File: src/rtl/button_event_pkg.sv
// Shared types for the button event controller: event codes, per-button FSM states
// and the timestamp width.
package button_event_pkg;

  localparam int TIMESTAMP_WIDTH = 16;

  typedef enum logic [1:0] {
    EV_PRESS   = 2'd0,
    EV_RELEASE = 2'd1,
    EV_LONG    = 2'd2,
    EV_REPEAT  = 2'd3
  } event_type_t;

  typedef enum logic [1:0] {
    ST_IDLE = 2'd0,
    ST_DOWN = 2'd1,
    ST_HELD = 2'd2
  } fsm_state_t;

endpackage

File: src/rtl/button_event_fsm.sv
// Per-button press/long/repeat FSM. The event strobe is combinational from the
// current state and edge/tick inputs so it lands in the pending slot one cycle later.
module button_event_fsm
  import button_event_pkg::*;
#(
  parameter int HOLD_WIDTH = 8
) (
  input  logic                  clk,
  input  logic                  rst,
  input  logic                  tick,
  input  logic                  rise,
  input  logic                  fall,
  input  logic [HOLD_WIDTH-1:0] long_ticks,
  input  logic [HOLD_WIDTH-1:0] repeat_ticks,
  output logic                  ev_stb,
  output event_type_t           ev_type
);

  fsm_state_t            state, state_nxt;
  logic [HOLD_WIDTH-1:0] cnt, cnt_nxt, cnt_inc;

  function automatic logic [HOLD_WIDTH-1:0] sat_inc(input logic [HOLD_WIDTH-1:0] v);
    return (v == '1) ? v : v + HOLD_WIDTH'(1);
  endfunction

  always_comb begin
    state_nxt = state;
    cnt_nxt   = cnt;
    ev_stb    = 1'b0;
    ev_type   = EV_PRESS;
    cnt_inc   = sat_inc(cnt);
    case (state)
      ST_IDLE: begin
        if (rise) begin
          ev_stb    = 1'b1;
          ev_type   = EV_PRESS;
          state_nxt = ST_DOWN;
          cnt_nxt   = '0;
        end
      end
      // Release wins over a threshold crossing in the same cycle
      ST_DOWN: begin
        if (fall) begin
          ev_stb    = 1'b1;
          ev_type   = EV_RELEASE;
          state_nxt = ST_IDLE;
        end else if (tick) begin
          if ((long_ticks != '0) && (cnt_inc >= long_ticks)) begin
            ev_stb    = 1'b1;
            ev_type   = EV_LONG;
            state_nxt = ST_HELD;
            cnt_nxt   = '0;
          end else begin
            cnt_nxt = cnt_inc;
          end
        end
      end
      ST_HELD: begin
        if (fall) begin
          ev_stb    = 1'b1;
          ev_type   = EV_RELEASE;
          state_nxt = ST_IDLE;
        end else if (tick) begin
          if ((repeat_ticks != '0) && (cnt_inc >= repeat_ticks)) begin
            ev_stb  = 1'b1;
            ev_type = EV_REPEAT;
            cnt_nxt = '0;
          end else begin
            cnt_nxt = cnt_inc;
          end
        end
      end
      default: state_nxt = ST_IDLE;
    endcase
  end

  always_ff @(posedge clk) begin
    if (rst) begin
      state <= ST_IDLE;
      cnt   <= '0;
    end else begin
      state <= state_nxt;
      cnt   <= cnt_nxt;
    end
  end

endmodule

File: src/rtl/button_event_ctrl.sv
// Debounced buttons -> PRESS/RELEASE/LONG/REPEAT events on one valid/ready port,
// round-robin shared. Define BUTTON_EVENT_TIMESTAMP_EN to add o_event_timestamp.
module button_event_ctrl
  import button_event_pkg::*;
#(
  parameter int BUTTON_COUNT   = 5,
  parameter int PRESCALE_WIDTH = 24,
  parameter int HOLD_WIDTH     = 8
) (
  input  logic                            i_clock,
  input  logic                            i_reset,
  input  logic [PRESCALE_WIDTH-1:0]       i_tick_period,
  input  logic [HOLD_WIDTH-1:0]           i_long_press_ticks,
  input  logic [HOLD_WIDTH-1:0]           i_repeat_ticks,
  input  logic [BUTTON_COUNT-1:0]         i_buttons,
  output logic                            o_event_valid,
  input  logic                            i_event_ready,
  output logic [$clog2(BUTTON_COUNT)-1:0] o_event_button,
  output logic [1:0]                      o_event_type,
  output logic                            o_event_drop
`ifdef BUTTON_EVENT_TIMESTAMP_EN
  ,
  output logic [TIMESTAMP_WIDTH-1:0]      o_event_timestamp
`endif
);

  localparam int IDX_W = $clog2(BUTTON_COUNT);
  localparam logic [IDX_W-1:0] LAST_IDX = IDX_W'(BUTTON_COUNT - 1);

  logic [PRESCALE_WIDTH-1:0] presc_cnt;
  logic                      tick;
  logic [BUTTON_COUNT-1:0]   btn_p0, btn_p1, rise, fall, ev_stb, drop_now;
  event_type_t               ev_type [BUTTON_COUNT];
  logic [BUTTON_COUNT-1:0]   pend_vld_p1;
  event_type_t               pend_type_p1 [BUTTON_COUNT];
  logic [IDX_W-1:0]          rr_ptr, winner, out_button_p2;
  event_type_t               out_type_p2;
  logic                      vld_p2, drop_p2, any_pend, load, grant;
  int                        scan;

  // Shared time base: >= keeps the tick coming if the period is lowered mid-count
  assign tick = (presc_cnt >= i_tick_period);

  always_ff @(posedge i_clock) begin
    if (i_reset) presc_cnt <= '0;
    else         presc_cnt <= tick ? '0 : presc_cnt + PRESCALE_WIDTH'(1);
  end

  // Stage p0/p1: input sample and previous sample for edge detection
  always_ff @(posedge i_clock) begin
    if (i_reset) begin
      btn_p0 <= '0;
      btn_p1 <= '0;
    end else begin
      btn_p0 <= i_buttons;
      btn_p1 <= btn_p0;
    end
  end

  assign rise = btn_p0 & ~btn_p1;
  assign fall = ~btn_p0 & btn_p1;

  for (genvar g = 0; g < BUTTON_COUNT; g++) begin : g_fsm
    button_event_fsm #(.HOLD_WIDTH(HOLD_WIDTH)) u_fsm (
      .clk         (i_clock),
      .rst         (i_reset),
      .tick        (tick),
      .rise        (rise[g]),
      .fall        (fall[g]),
      .long_ticks  (i_long_press_ticks),
      .repeat_ticks(i_repeat_ticks),
      .ev_stb      (ev_stb[g]),
      .ev_type     (ev_type[g])
    );
  end

  // Round-robin search starting at rr_ptr, wrapping past the last button
  always_comb begin
    winner   = rr_ptr;
    any_pend = 1'b0;
    scan     = 0;
    for (int k = 0; k < BUTTON_COUNT; k++) begin
      scan = int'(rr_ptr) + k;
      if (scan >= BUTTON_COUNT) scan = scan - BUTTON_COUNT;
      if (!any_pend && pend_vld_p1[scan]) begin
        any_pend = 1'b1;
        winner   = IDX_W'(scan);
      end
    end
  end

  assign load  = !vld_p2 || i_event_ready;
  assign grant = load && any_pend;

  always_comb begin
    drop_now = '0;
    for (int i = 0; i < BUTTON_COUNT; i++)
      drop_now[i] = ev_stb[i] && pend_vld_p1[i] && !(grant && (winner == IDX_W'(i)));
  end

  // Stage p1: one pending slot per button; a fresh event always overwrites
  always_ff @(posedge i_clock) begin
    if (i_reset) begin
      pend_vld_p1 <= '0;
      drop_p2     <= 1'b0;
    end else begin
      for (int i = 0; i < BUTTON_COUNT; i++) begin
        if (ev_stb[i])                                  pend_vld_p1[i] <= 1'b1;
        else if (grant && (winner == IDX_W'(i)))        pend_vld_p1[i] <= 1'b0;
      end
      drop_p2 <= |drop_now;
    end
  end

  always_ff @(posedge i_clock) begin
    for (int i = 0; i < BUTTON_COUNT; i++)
      if (ev_stb[i]) pend_type_p1[i] <= ev_type[i];
  end

  // Stage p2: output register, held while valid && !ready
  always_ff @(posedge i_clock) begin
    if (i_reset) begin
      vld_p2        <= 1'b0;
      out_button_p2 <= '0;
      out_type_p2   <= EV_PRESS;
      rr_ptr        <= '0;
    end else if (load) begin
      vld_p2 <= any_pend;
      if (any_pend) begin
        out_button_p2 <= winner;
        out_type_p2   <= pend_type_p1[winner];
        rr_ptr        <= (winner == LAST_IDX) ? '0 : winner + IDX_W'(1);
      end
    end
  end

  assign o_event_valid  = vld_p2;
  assign o_event_button = out_button_p2;
  assign o_event_type   = out_type_p2;
  assign o_event_drop   = drop_p2;

`ifdef BUTTON_EVENT_TIMESTAMP_EN
  logic [TIMESTAMP_WIDTH-1:0] ts_cnt, out_ts_p2;
  logic [TIMESTAMP_WIDTH-1:0] pend_ts_p1 [BUTTON_COUNT];

  always_ff @(posedge i_clock) begin
    if (i_reset) begin
      ts_cnt    <= '0;
      out_ts_p2 <= '0;
    end else begin
      if (tick)  ts_cnt    <= ts_cnt + TIMESTAMP_WIDTH'(1);
      if (grant) out_ts_p2 <= pend_ts_p1[winner];
    end
  end

  always_ff @(posedge i_clock) begin
    for (int i = 0; i < BUTTON_COUNT; i++)
      if (ev_stb[i]) pend_ts_p1[i] <= ts_cnt;
  end

  assign o_event_timestamp = out_ts_p2;
`endif

endmodule

File: config.mk
export PLATFORM = sky130hd
export DESIGN_NAME = button_event_ctrl
export DESIGN_NICKNAME = d
export VERILOG_FILES = /design/src/rtl/button_event_pkg.sv /design/src/rtl/button_event_fsm.sv /design/src/rtl/button_event_ctrl.sv
export SDC_FILE = /design/constraint.sdc
export NUM_CORES = 1
export LEC_CHECK = 0
export ABC_CLOCK_PERIOD_IN_PS = 6000
export CELL_PAD_IN_SITES_DETAIL_PLACEMENT = 0
export CELL_PAD_IN_SITES_GLOBAL_PLACEMENT = 2
export CORE_UTILIZATION = 35
export DETAILED_ROUTE_END_ITERATION = 10
export PLACE_DENSITY_LB_ADDON = 0.1
export RECOVER_POWER = 100
export SLEW_MARGIN = 20
export SYNTH_ARGS = -nofsm -noshare
export SYNTH_HDL_FRONTEND = slang
export SYNTH_SLANG_ARGS = --single-unit
File: constraint.sdc
create_clock -name i_clock -period 6 [get_ports i_clock]
set_clock_uncertainty 0.2 [all_clocks]
set_input_delay 1.8 -clock i_clock [delete_from_list [all_inputs] [get_ports i_clock]]
set_output_delay 1.8 -clock i_clock [all_outputs]
set_load 0.01 [all_outputs]
==> impl_metrics.ini <==
[floorplan]
design.portCount = 55
fp.dieH_um = 170
design.core.area_sq_um = 27800
die_extent_in_x_um = 170
die_area_sq_um = 28900
initial_core_util = 0.355
num_rows = 61

[cells_and_area]
diodes = 0
final_stage_net_count = 1457
final.fill_count = 2967
areaGrowthSynthToFinish_pct = 12.4
post_route_cells_drive_above_1_share = 0.0569
fin_cells = 1644
design_area_sq_um = 11100

[place]
dpl-instance-area_sq_um = 10800
io_buffer_count = 54
dp_worst_setup_slack_ns = -0.0216
numPlacedInstances = 1628
dpl_hpwl_um = 19500
gpl.final_weighted_congestion = 0.785

[setup_path]
critPathArrivalTime_ns = 5.60
end_kind = flip-flop
crit-reg2reg-launch = rr_ptr[1]
worst-setup-path-type = primary input to flip-flop
startpoint = i_tick_period[17]
critPathRequiredTime_ns = 6.09
critPathLaunchType = primary input
crit_fanout = 11

[drt]
post_drt_wl_per_cell_um = 15.8
detailedRoute.firstIterationViolations = 342
post-route-drc-count = 0
vias_per_cell = 5.19
finalWirelength_um = 26000
drt_pre_antenna_iters = 5
drtAntennaViolNets = 0
num_vias = 8533

[global_routing]
initial_antenna_violation_count = 0
first_pass_grt_wire_length_um = 43200
grt_util_all_layers = 0.187
grt_overflow_total = 0
largest_net_degree_at_the_start_of_global_routing = 76
first_global_vias = 8222

[clock_network]
cts.sinks = 109
ctsLongestPathBuffers = 2
ctsResizeCount = 0
tritoncts = yes
cts_setup_buffers = 0
insertion_delay_ns = 0.36
cts.htree.levels = 3
cts_buffers = 9
cts-root-buf = sky130_fd_sc_hd__clkbuf_16
holdBufCountCts = 0
clkSlewWorstSetupHoldPaths_ns = 0.08

[synth]
synth_edf_count = 10
dominantRegCellSynth = sky130_fd_sc_hd__dfxtp_1
async_flop_share = 0
post_synth.cell_area_avg_sq_um = 8.11
postSynthCellCount = 1217
synth-seq-area-share = 0.231
syn-cell-area_sq_um = 9870
synth-warning-count = 0
ys_seq_elements = 109
syn-num-nets = 1413
synth.lib_cells_used.distinct = 91

[sta]
final_period_minus_worst_setup_slack_ns = 5.51
final_report_setup_violation_count = 0
drv_slew = 0
timing_worst_slew_pin_value_ns = 1.11
rsz_0062_raised_after_global_routing = no
final_min_period_over_clock_period = 0.919
worst_slack_ns = 0.488
relative_max_transition_margin = 0.253
achievable-frequency_ghz = 0.181
hold_violations = 0

[power_and_ir_drop]
power.ir.vdd_worst_mv = 0.185
p_switching_uw = 1600
switching_share = 0.450
power.share.combinational = 0.564
power.sequential.fraction = 0.252
share_clk_of_total_power = 0.184
p_int_uw = 1960
p_per_area_nw_per_um2 = 321
leakagePower_uw = 0.00490

[hold_path]
hold_path.startpoint = presc_cnt[0]
hp-class = flip-flop to flip-flop

[outcome]
status = finished clean

[run]
cap_viol_max_count = 0
[registers in the layout (all words and copies together) (netlist names), 2 cells and up]
name,cells
btn_p0,5
btn_p1,5
g_fsm.u_fsm.cnt,40
g_fsm.u_fsm.state,10
o_event_button,3
o_event_type,2
pend_type_p1,10
pend_vld_p1,5
presc_cnt,24
rr_ptr,3
[layout make-up]
type                            instances  area (sq um)  area share
Sequential cell                       109          2280       0.206
Inverter                              102           385      0.0347
Clock inverter                          6          78.8     0.00710
Clock buffer                           10           239      0.0215
Multi-Input combinational cell        974          7040       0.634
Tap cell                              378           473      0.0426
Timing Repair Buffer                   65           599      0.0540
[cells in the mapped netlist (12+ instances only)]
library cell / number / area [sq um]
sky130_fd_sc_hd__nand3_1: 50 / 250
sky130_fd_sc_hd__a22oi_1: 12 / 90.1
sky130_fd_sc_hd__nor2b_1: 38 / 238
sky130_fd_sc_hd__clkbuf_1: 20 / 75.1
sky130_fd_sc_hd__a21o_1: 27 / 203
sky130_fd_sc_hd__mux2_2: 12 / 135
sky130_fd_sc_hd__nand2_1: 68 / 255
sky130_fd_sc_hd__o21ai_0: 52 / 260
sky130_fd_sc_hd__a21oi_1: 87 / 435
sky130_fd_sc_hd__and3_1: 21 / 131
sky130_fd_sc_hd__nor2_1: 125 / 469
sky130_fd_sc_hd__ha_1: 148 / 1850
sky130_fd_sc_hd__xnor2_1: 31 / 272
sky130_fd_sc_hd__inv_1: 99 / 372
sky130_fd_sc_hd__mux2i_1: 27 / 270
sky130_fd_sc_hd__nand2b_1: 34 / 213
sky130_fd_sc_hd__dfxtp_1: 99 / 1980
sky130_fd_sc_hd__nor3_1: 15 / 75.1
sky130_fd_sc_hd__xor2_1: 15 / 131
sky130_fd_sc_hd__a211oi_1: 13 / 97.6
sky130_fd_sc_hd__nand4_1: 19 / 119
[cell families (layout without fill, tap and decap cells)]
kind of cell,Yosys count,count (layout),synth area share
xor+xnor,46,46,0.0408
mux,41,41,0.0460
compound gates,308,308,0.217
buf+inv,134,183,0.0550
simple gates,431,431,0.223
fa+ha+maj,148,148,0.188
flops,109,109,0.231
[power by group through the flow]
stage,Sequential [uW],Combinational [uW],Clock (uW)
final,896,2010,655
after global routing,906,2260,708
after CTS,896,2050,682
after detailed placement,913,2040,0
after global placement,914,2060,0
after floorplan,875,1570,0
[cells in the final DEF (no fill, tap or decap), drive strengths merged, types with 16 or more instances in the layout]
| cell type | synthesis | routed |
|---|---|---|
| a211oi | 16 | 16 |
| a21o | 27 | 27 |
| a21oi | 87 | 87 |
| and3 | 22 | 22 |
| clkbuf | 21 | 16 |
| clkdlybuf4s50 | 0 | 46 |
| dfxtp | 99 | 99 |
| ha | 148 | 148 |
| inv | 102 | 105 |
| mux2i | 28 | 28 |
| nand2 | 69 | 69 |
| nand2b | 35 | 35 |
| nand3 | 50 | 50 |
| nand4 | 19 | 19 |
| nor2 | 127 | 127 |
| nor2b | 38 | 38 |
| o21ai | 54 | 54 |
| xnor2 | 31 | 31 |
[worst max-delay path: stages]
cell and delay, ns:
sky130_fd_sc_hd__clkdlybuf4s50_1 0.45, sky130_fd_sc_hd__inv_1 0.04, sky130_fd_sc_hd__ha_1 0.30, sky130_fd_sc_hd__a21o_1 0.16, sky130_fd_sc_hd__a21o_1 0.17, sky130_fd_sc_hd__a21oi_1 0.14, sky130_fd_sc_hd__o21ai_0 0.17, sky130_fd_sc_hd__a2111oi_1 0.76
sky130_fd_sc_hd__or2_2 0.44, sky130_fd_sc_hd__a211oi_1 0.14, sky130_fd_sc_hd__a41oi_2 0.53, sky130_fd_sc_hd__mux2_2 0.40, sky130_fd_sc_hd__nor2_1 0.08
[metrics by stage]
stage | util | setup TNS, ns | hold WS [ns] | power (uW)
after global placement | 0.389 | 0 | 0.257 | 2970
final | 0.399 | 0 | 0.279 | 3560
after global routing | 0.399 | 0 | 0.325 | 3880
after CTS | 0.400 | 0 | 0.280 | 3630
after detailed placement | 0.389 | -0.0455 | 0.259 | 2960
after floorplan | - | 0 | 0.237 | 2440
[path summary, 6_finish.rpt]
kind	to	slack, ns	depth (start not counted)
max	g_fsm[0].u_fsm.cnt[6]	0.49	13
min	presc_cnt[0]	0.28	1
max reg2reg	o_event_drop	0.77	15
min reg2reg	presc_cnt[0]	0.28	1
[layer usage]
layer / part of all wire / global-route usage
met1: 0.52 / 0.263
met2: 0.45 / 0.306
met3: 0.020 / 0.0209
met4: 0.011 / 0.0392
met5: 0 / 0
Note: power is estimated with default switching activity, not from simulation.
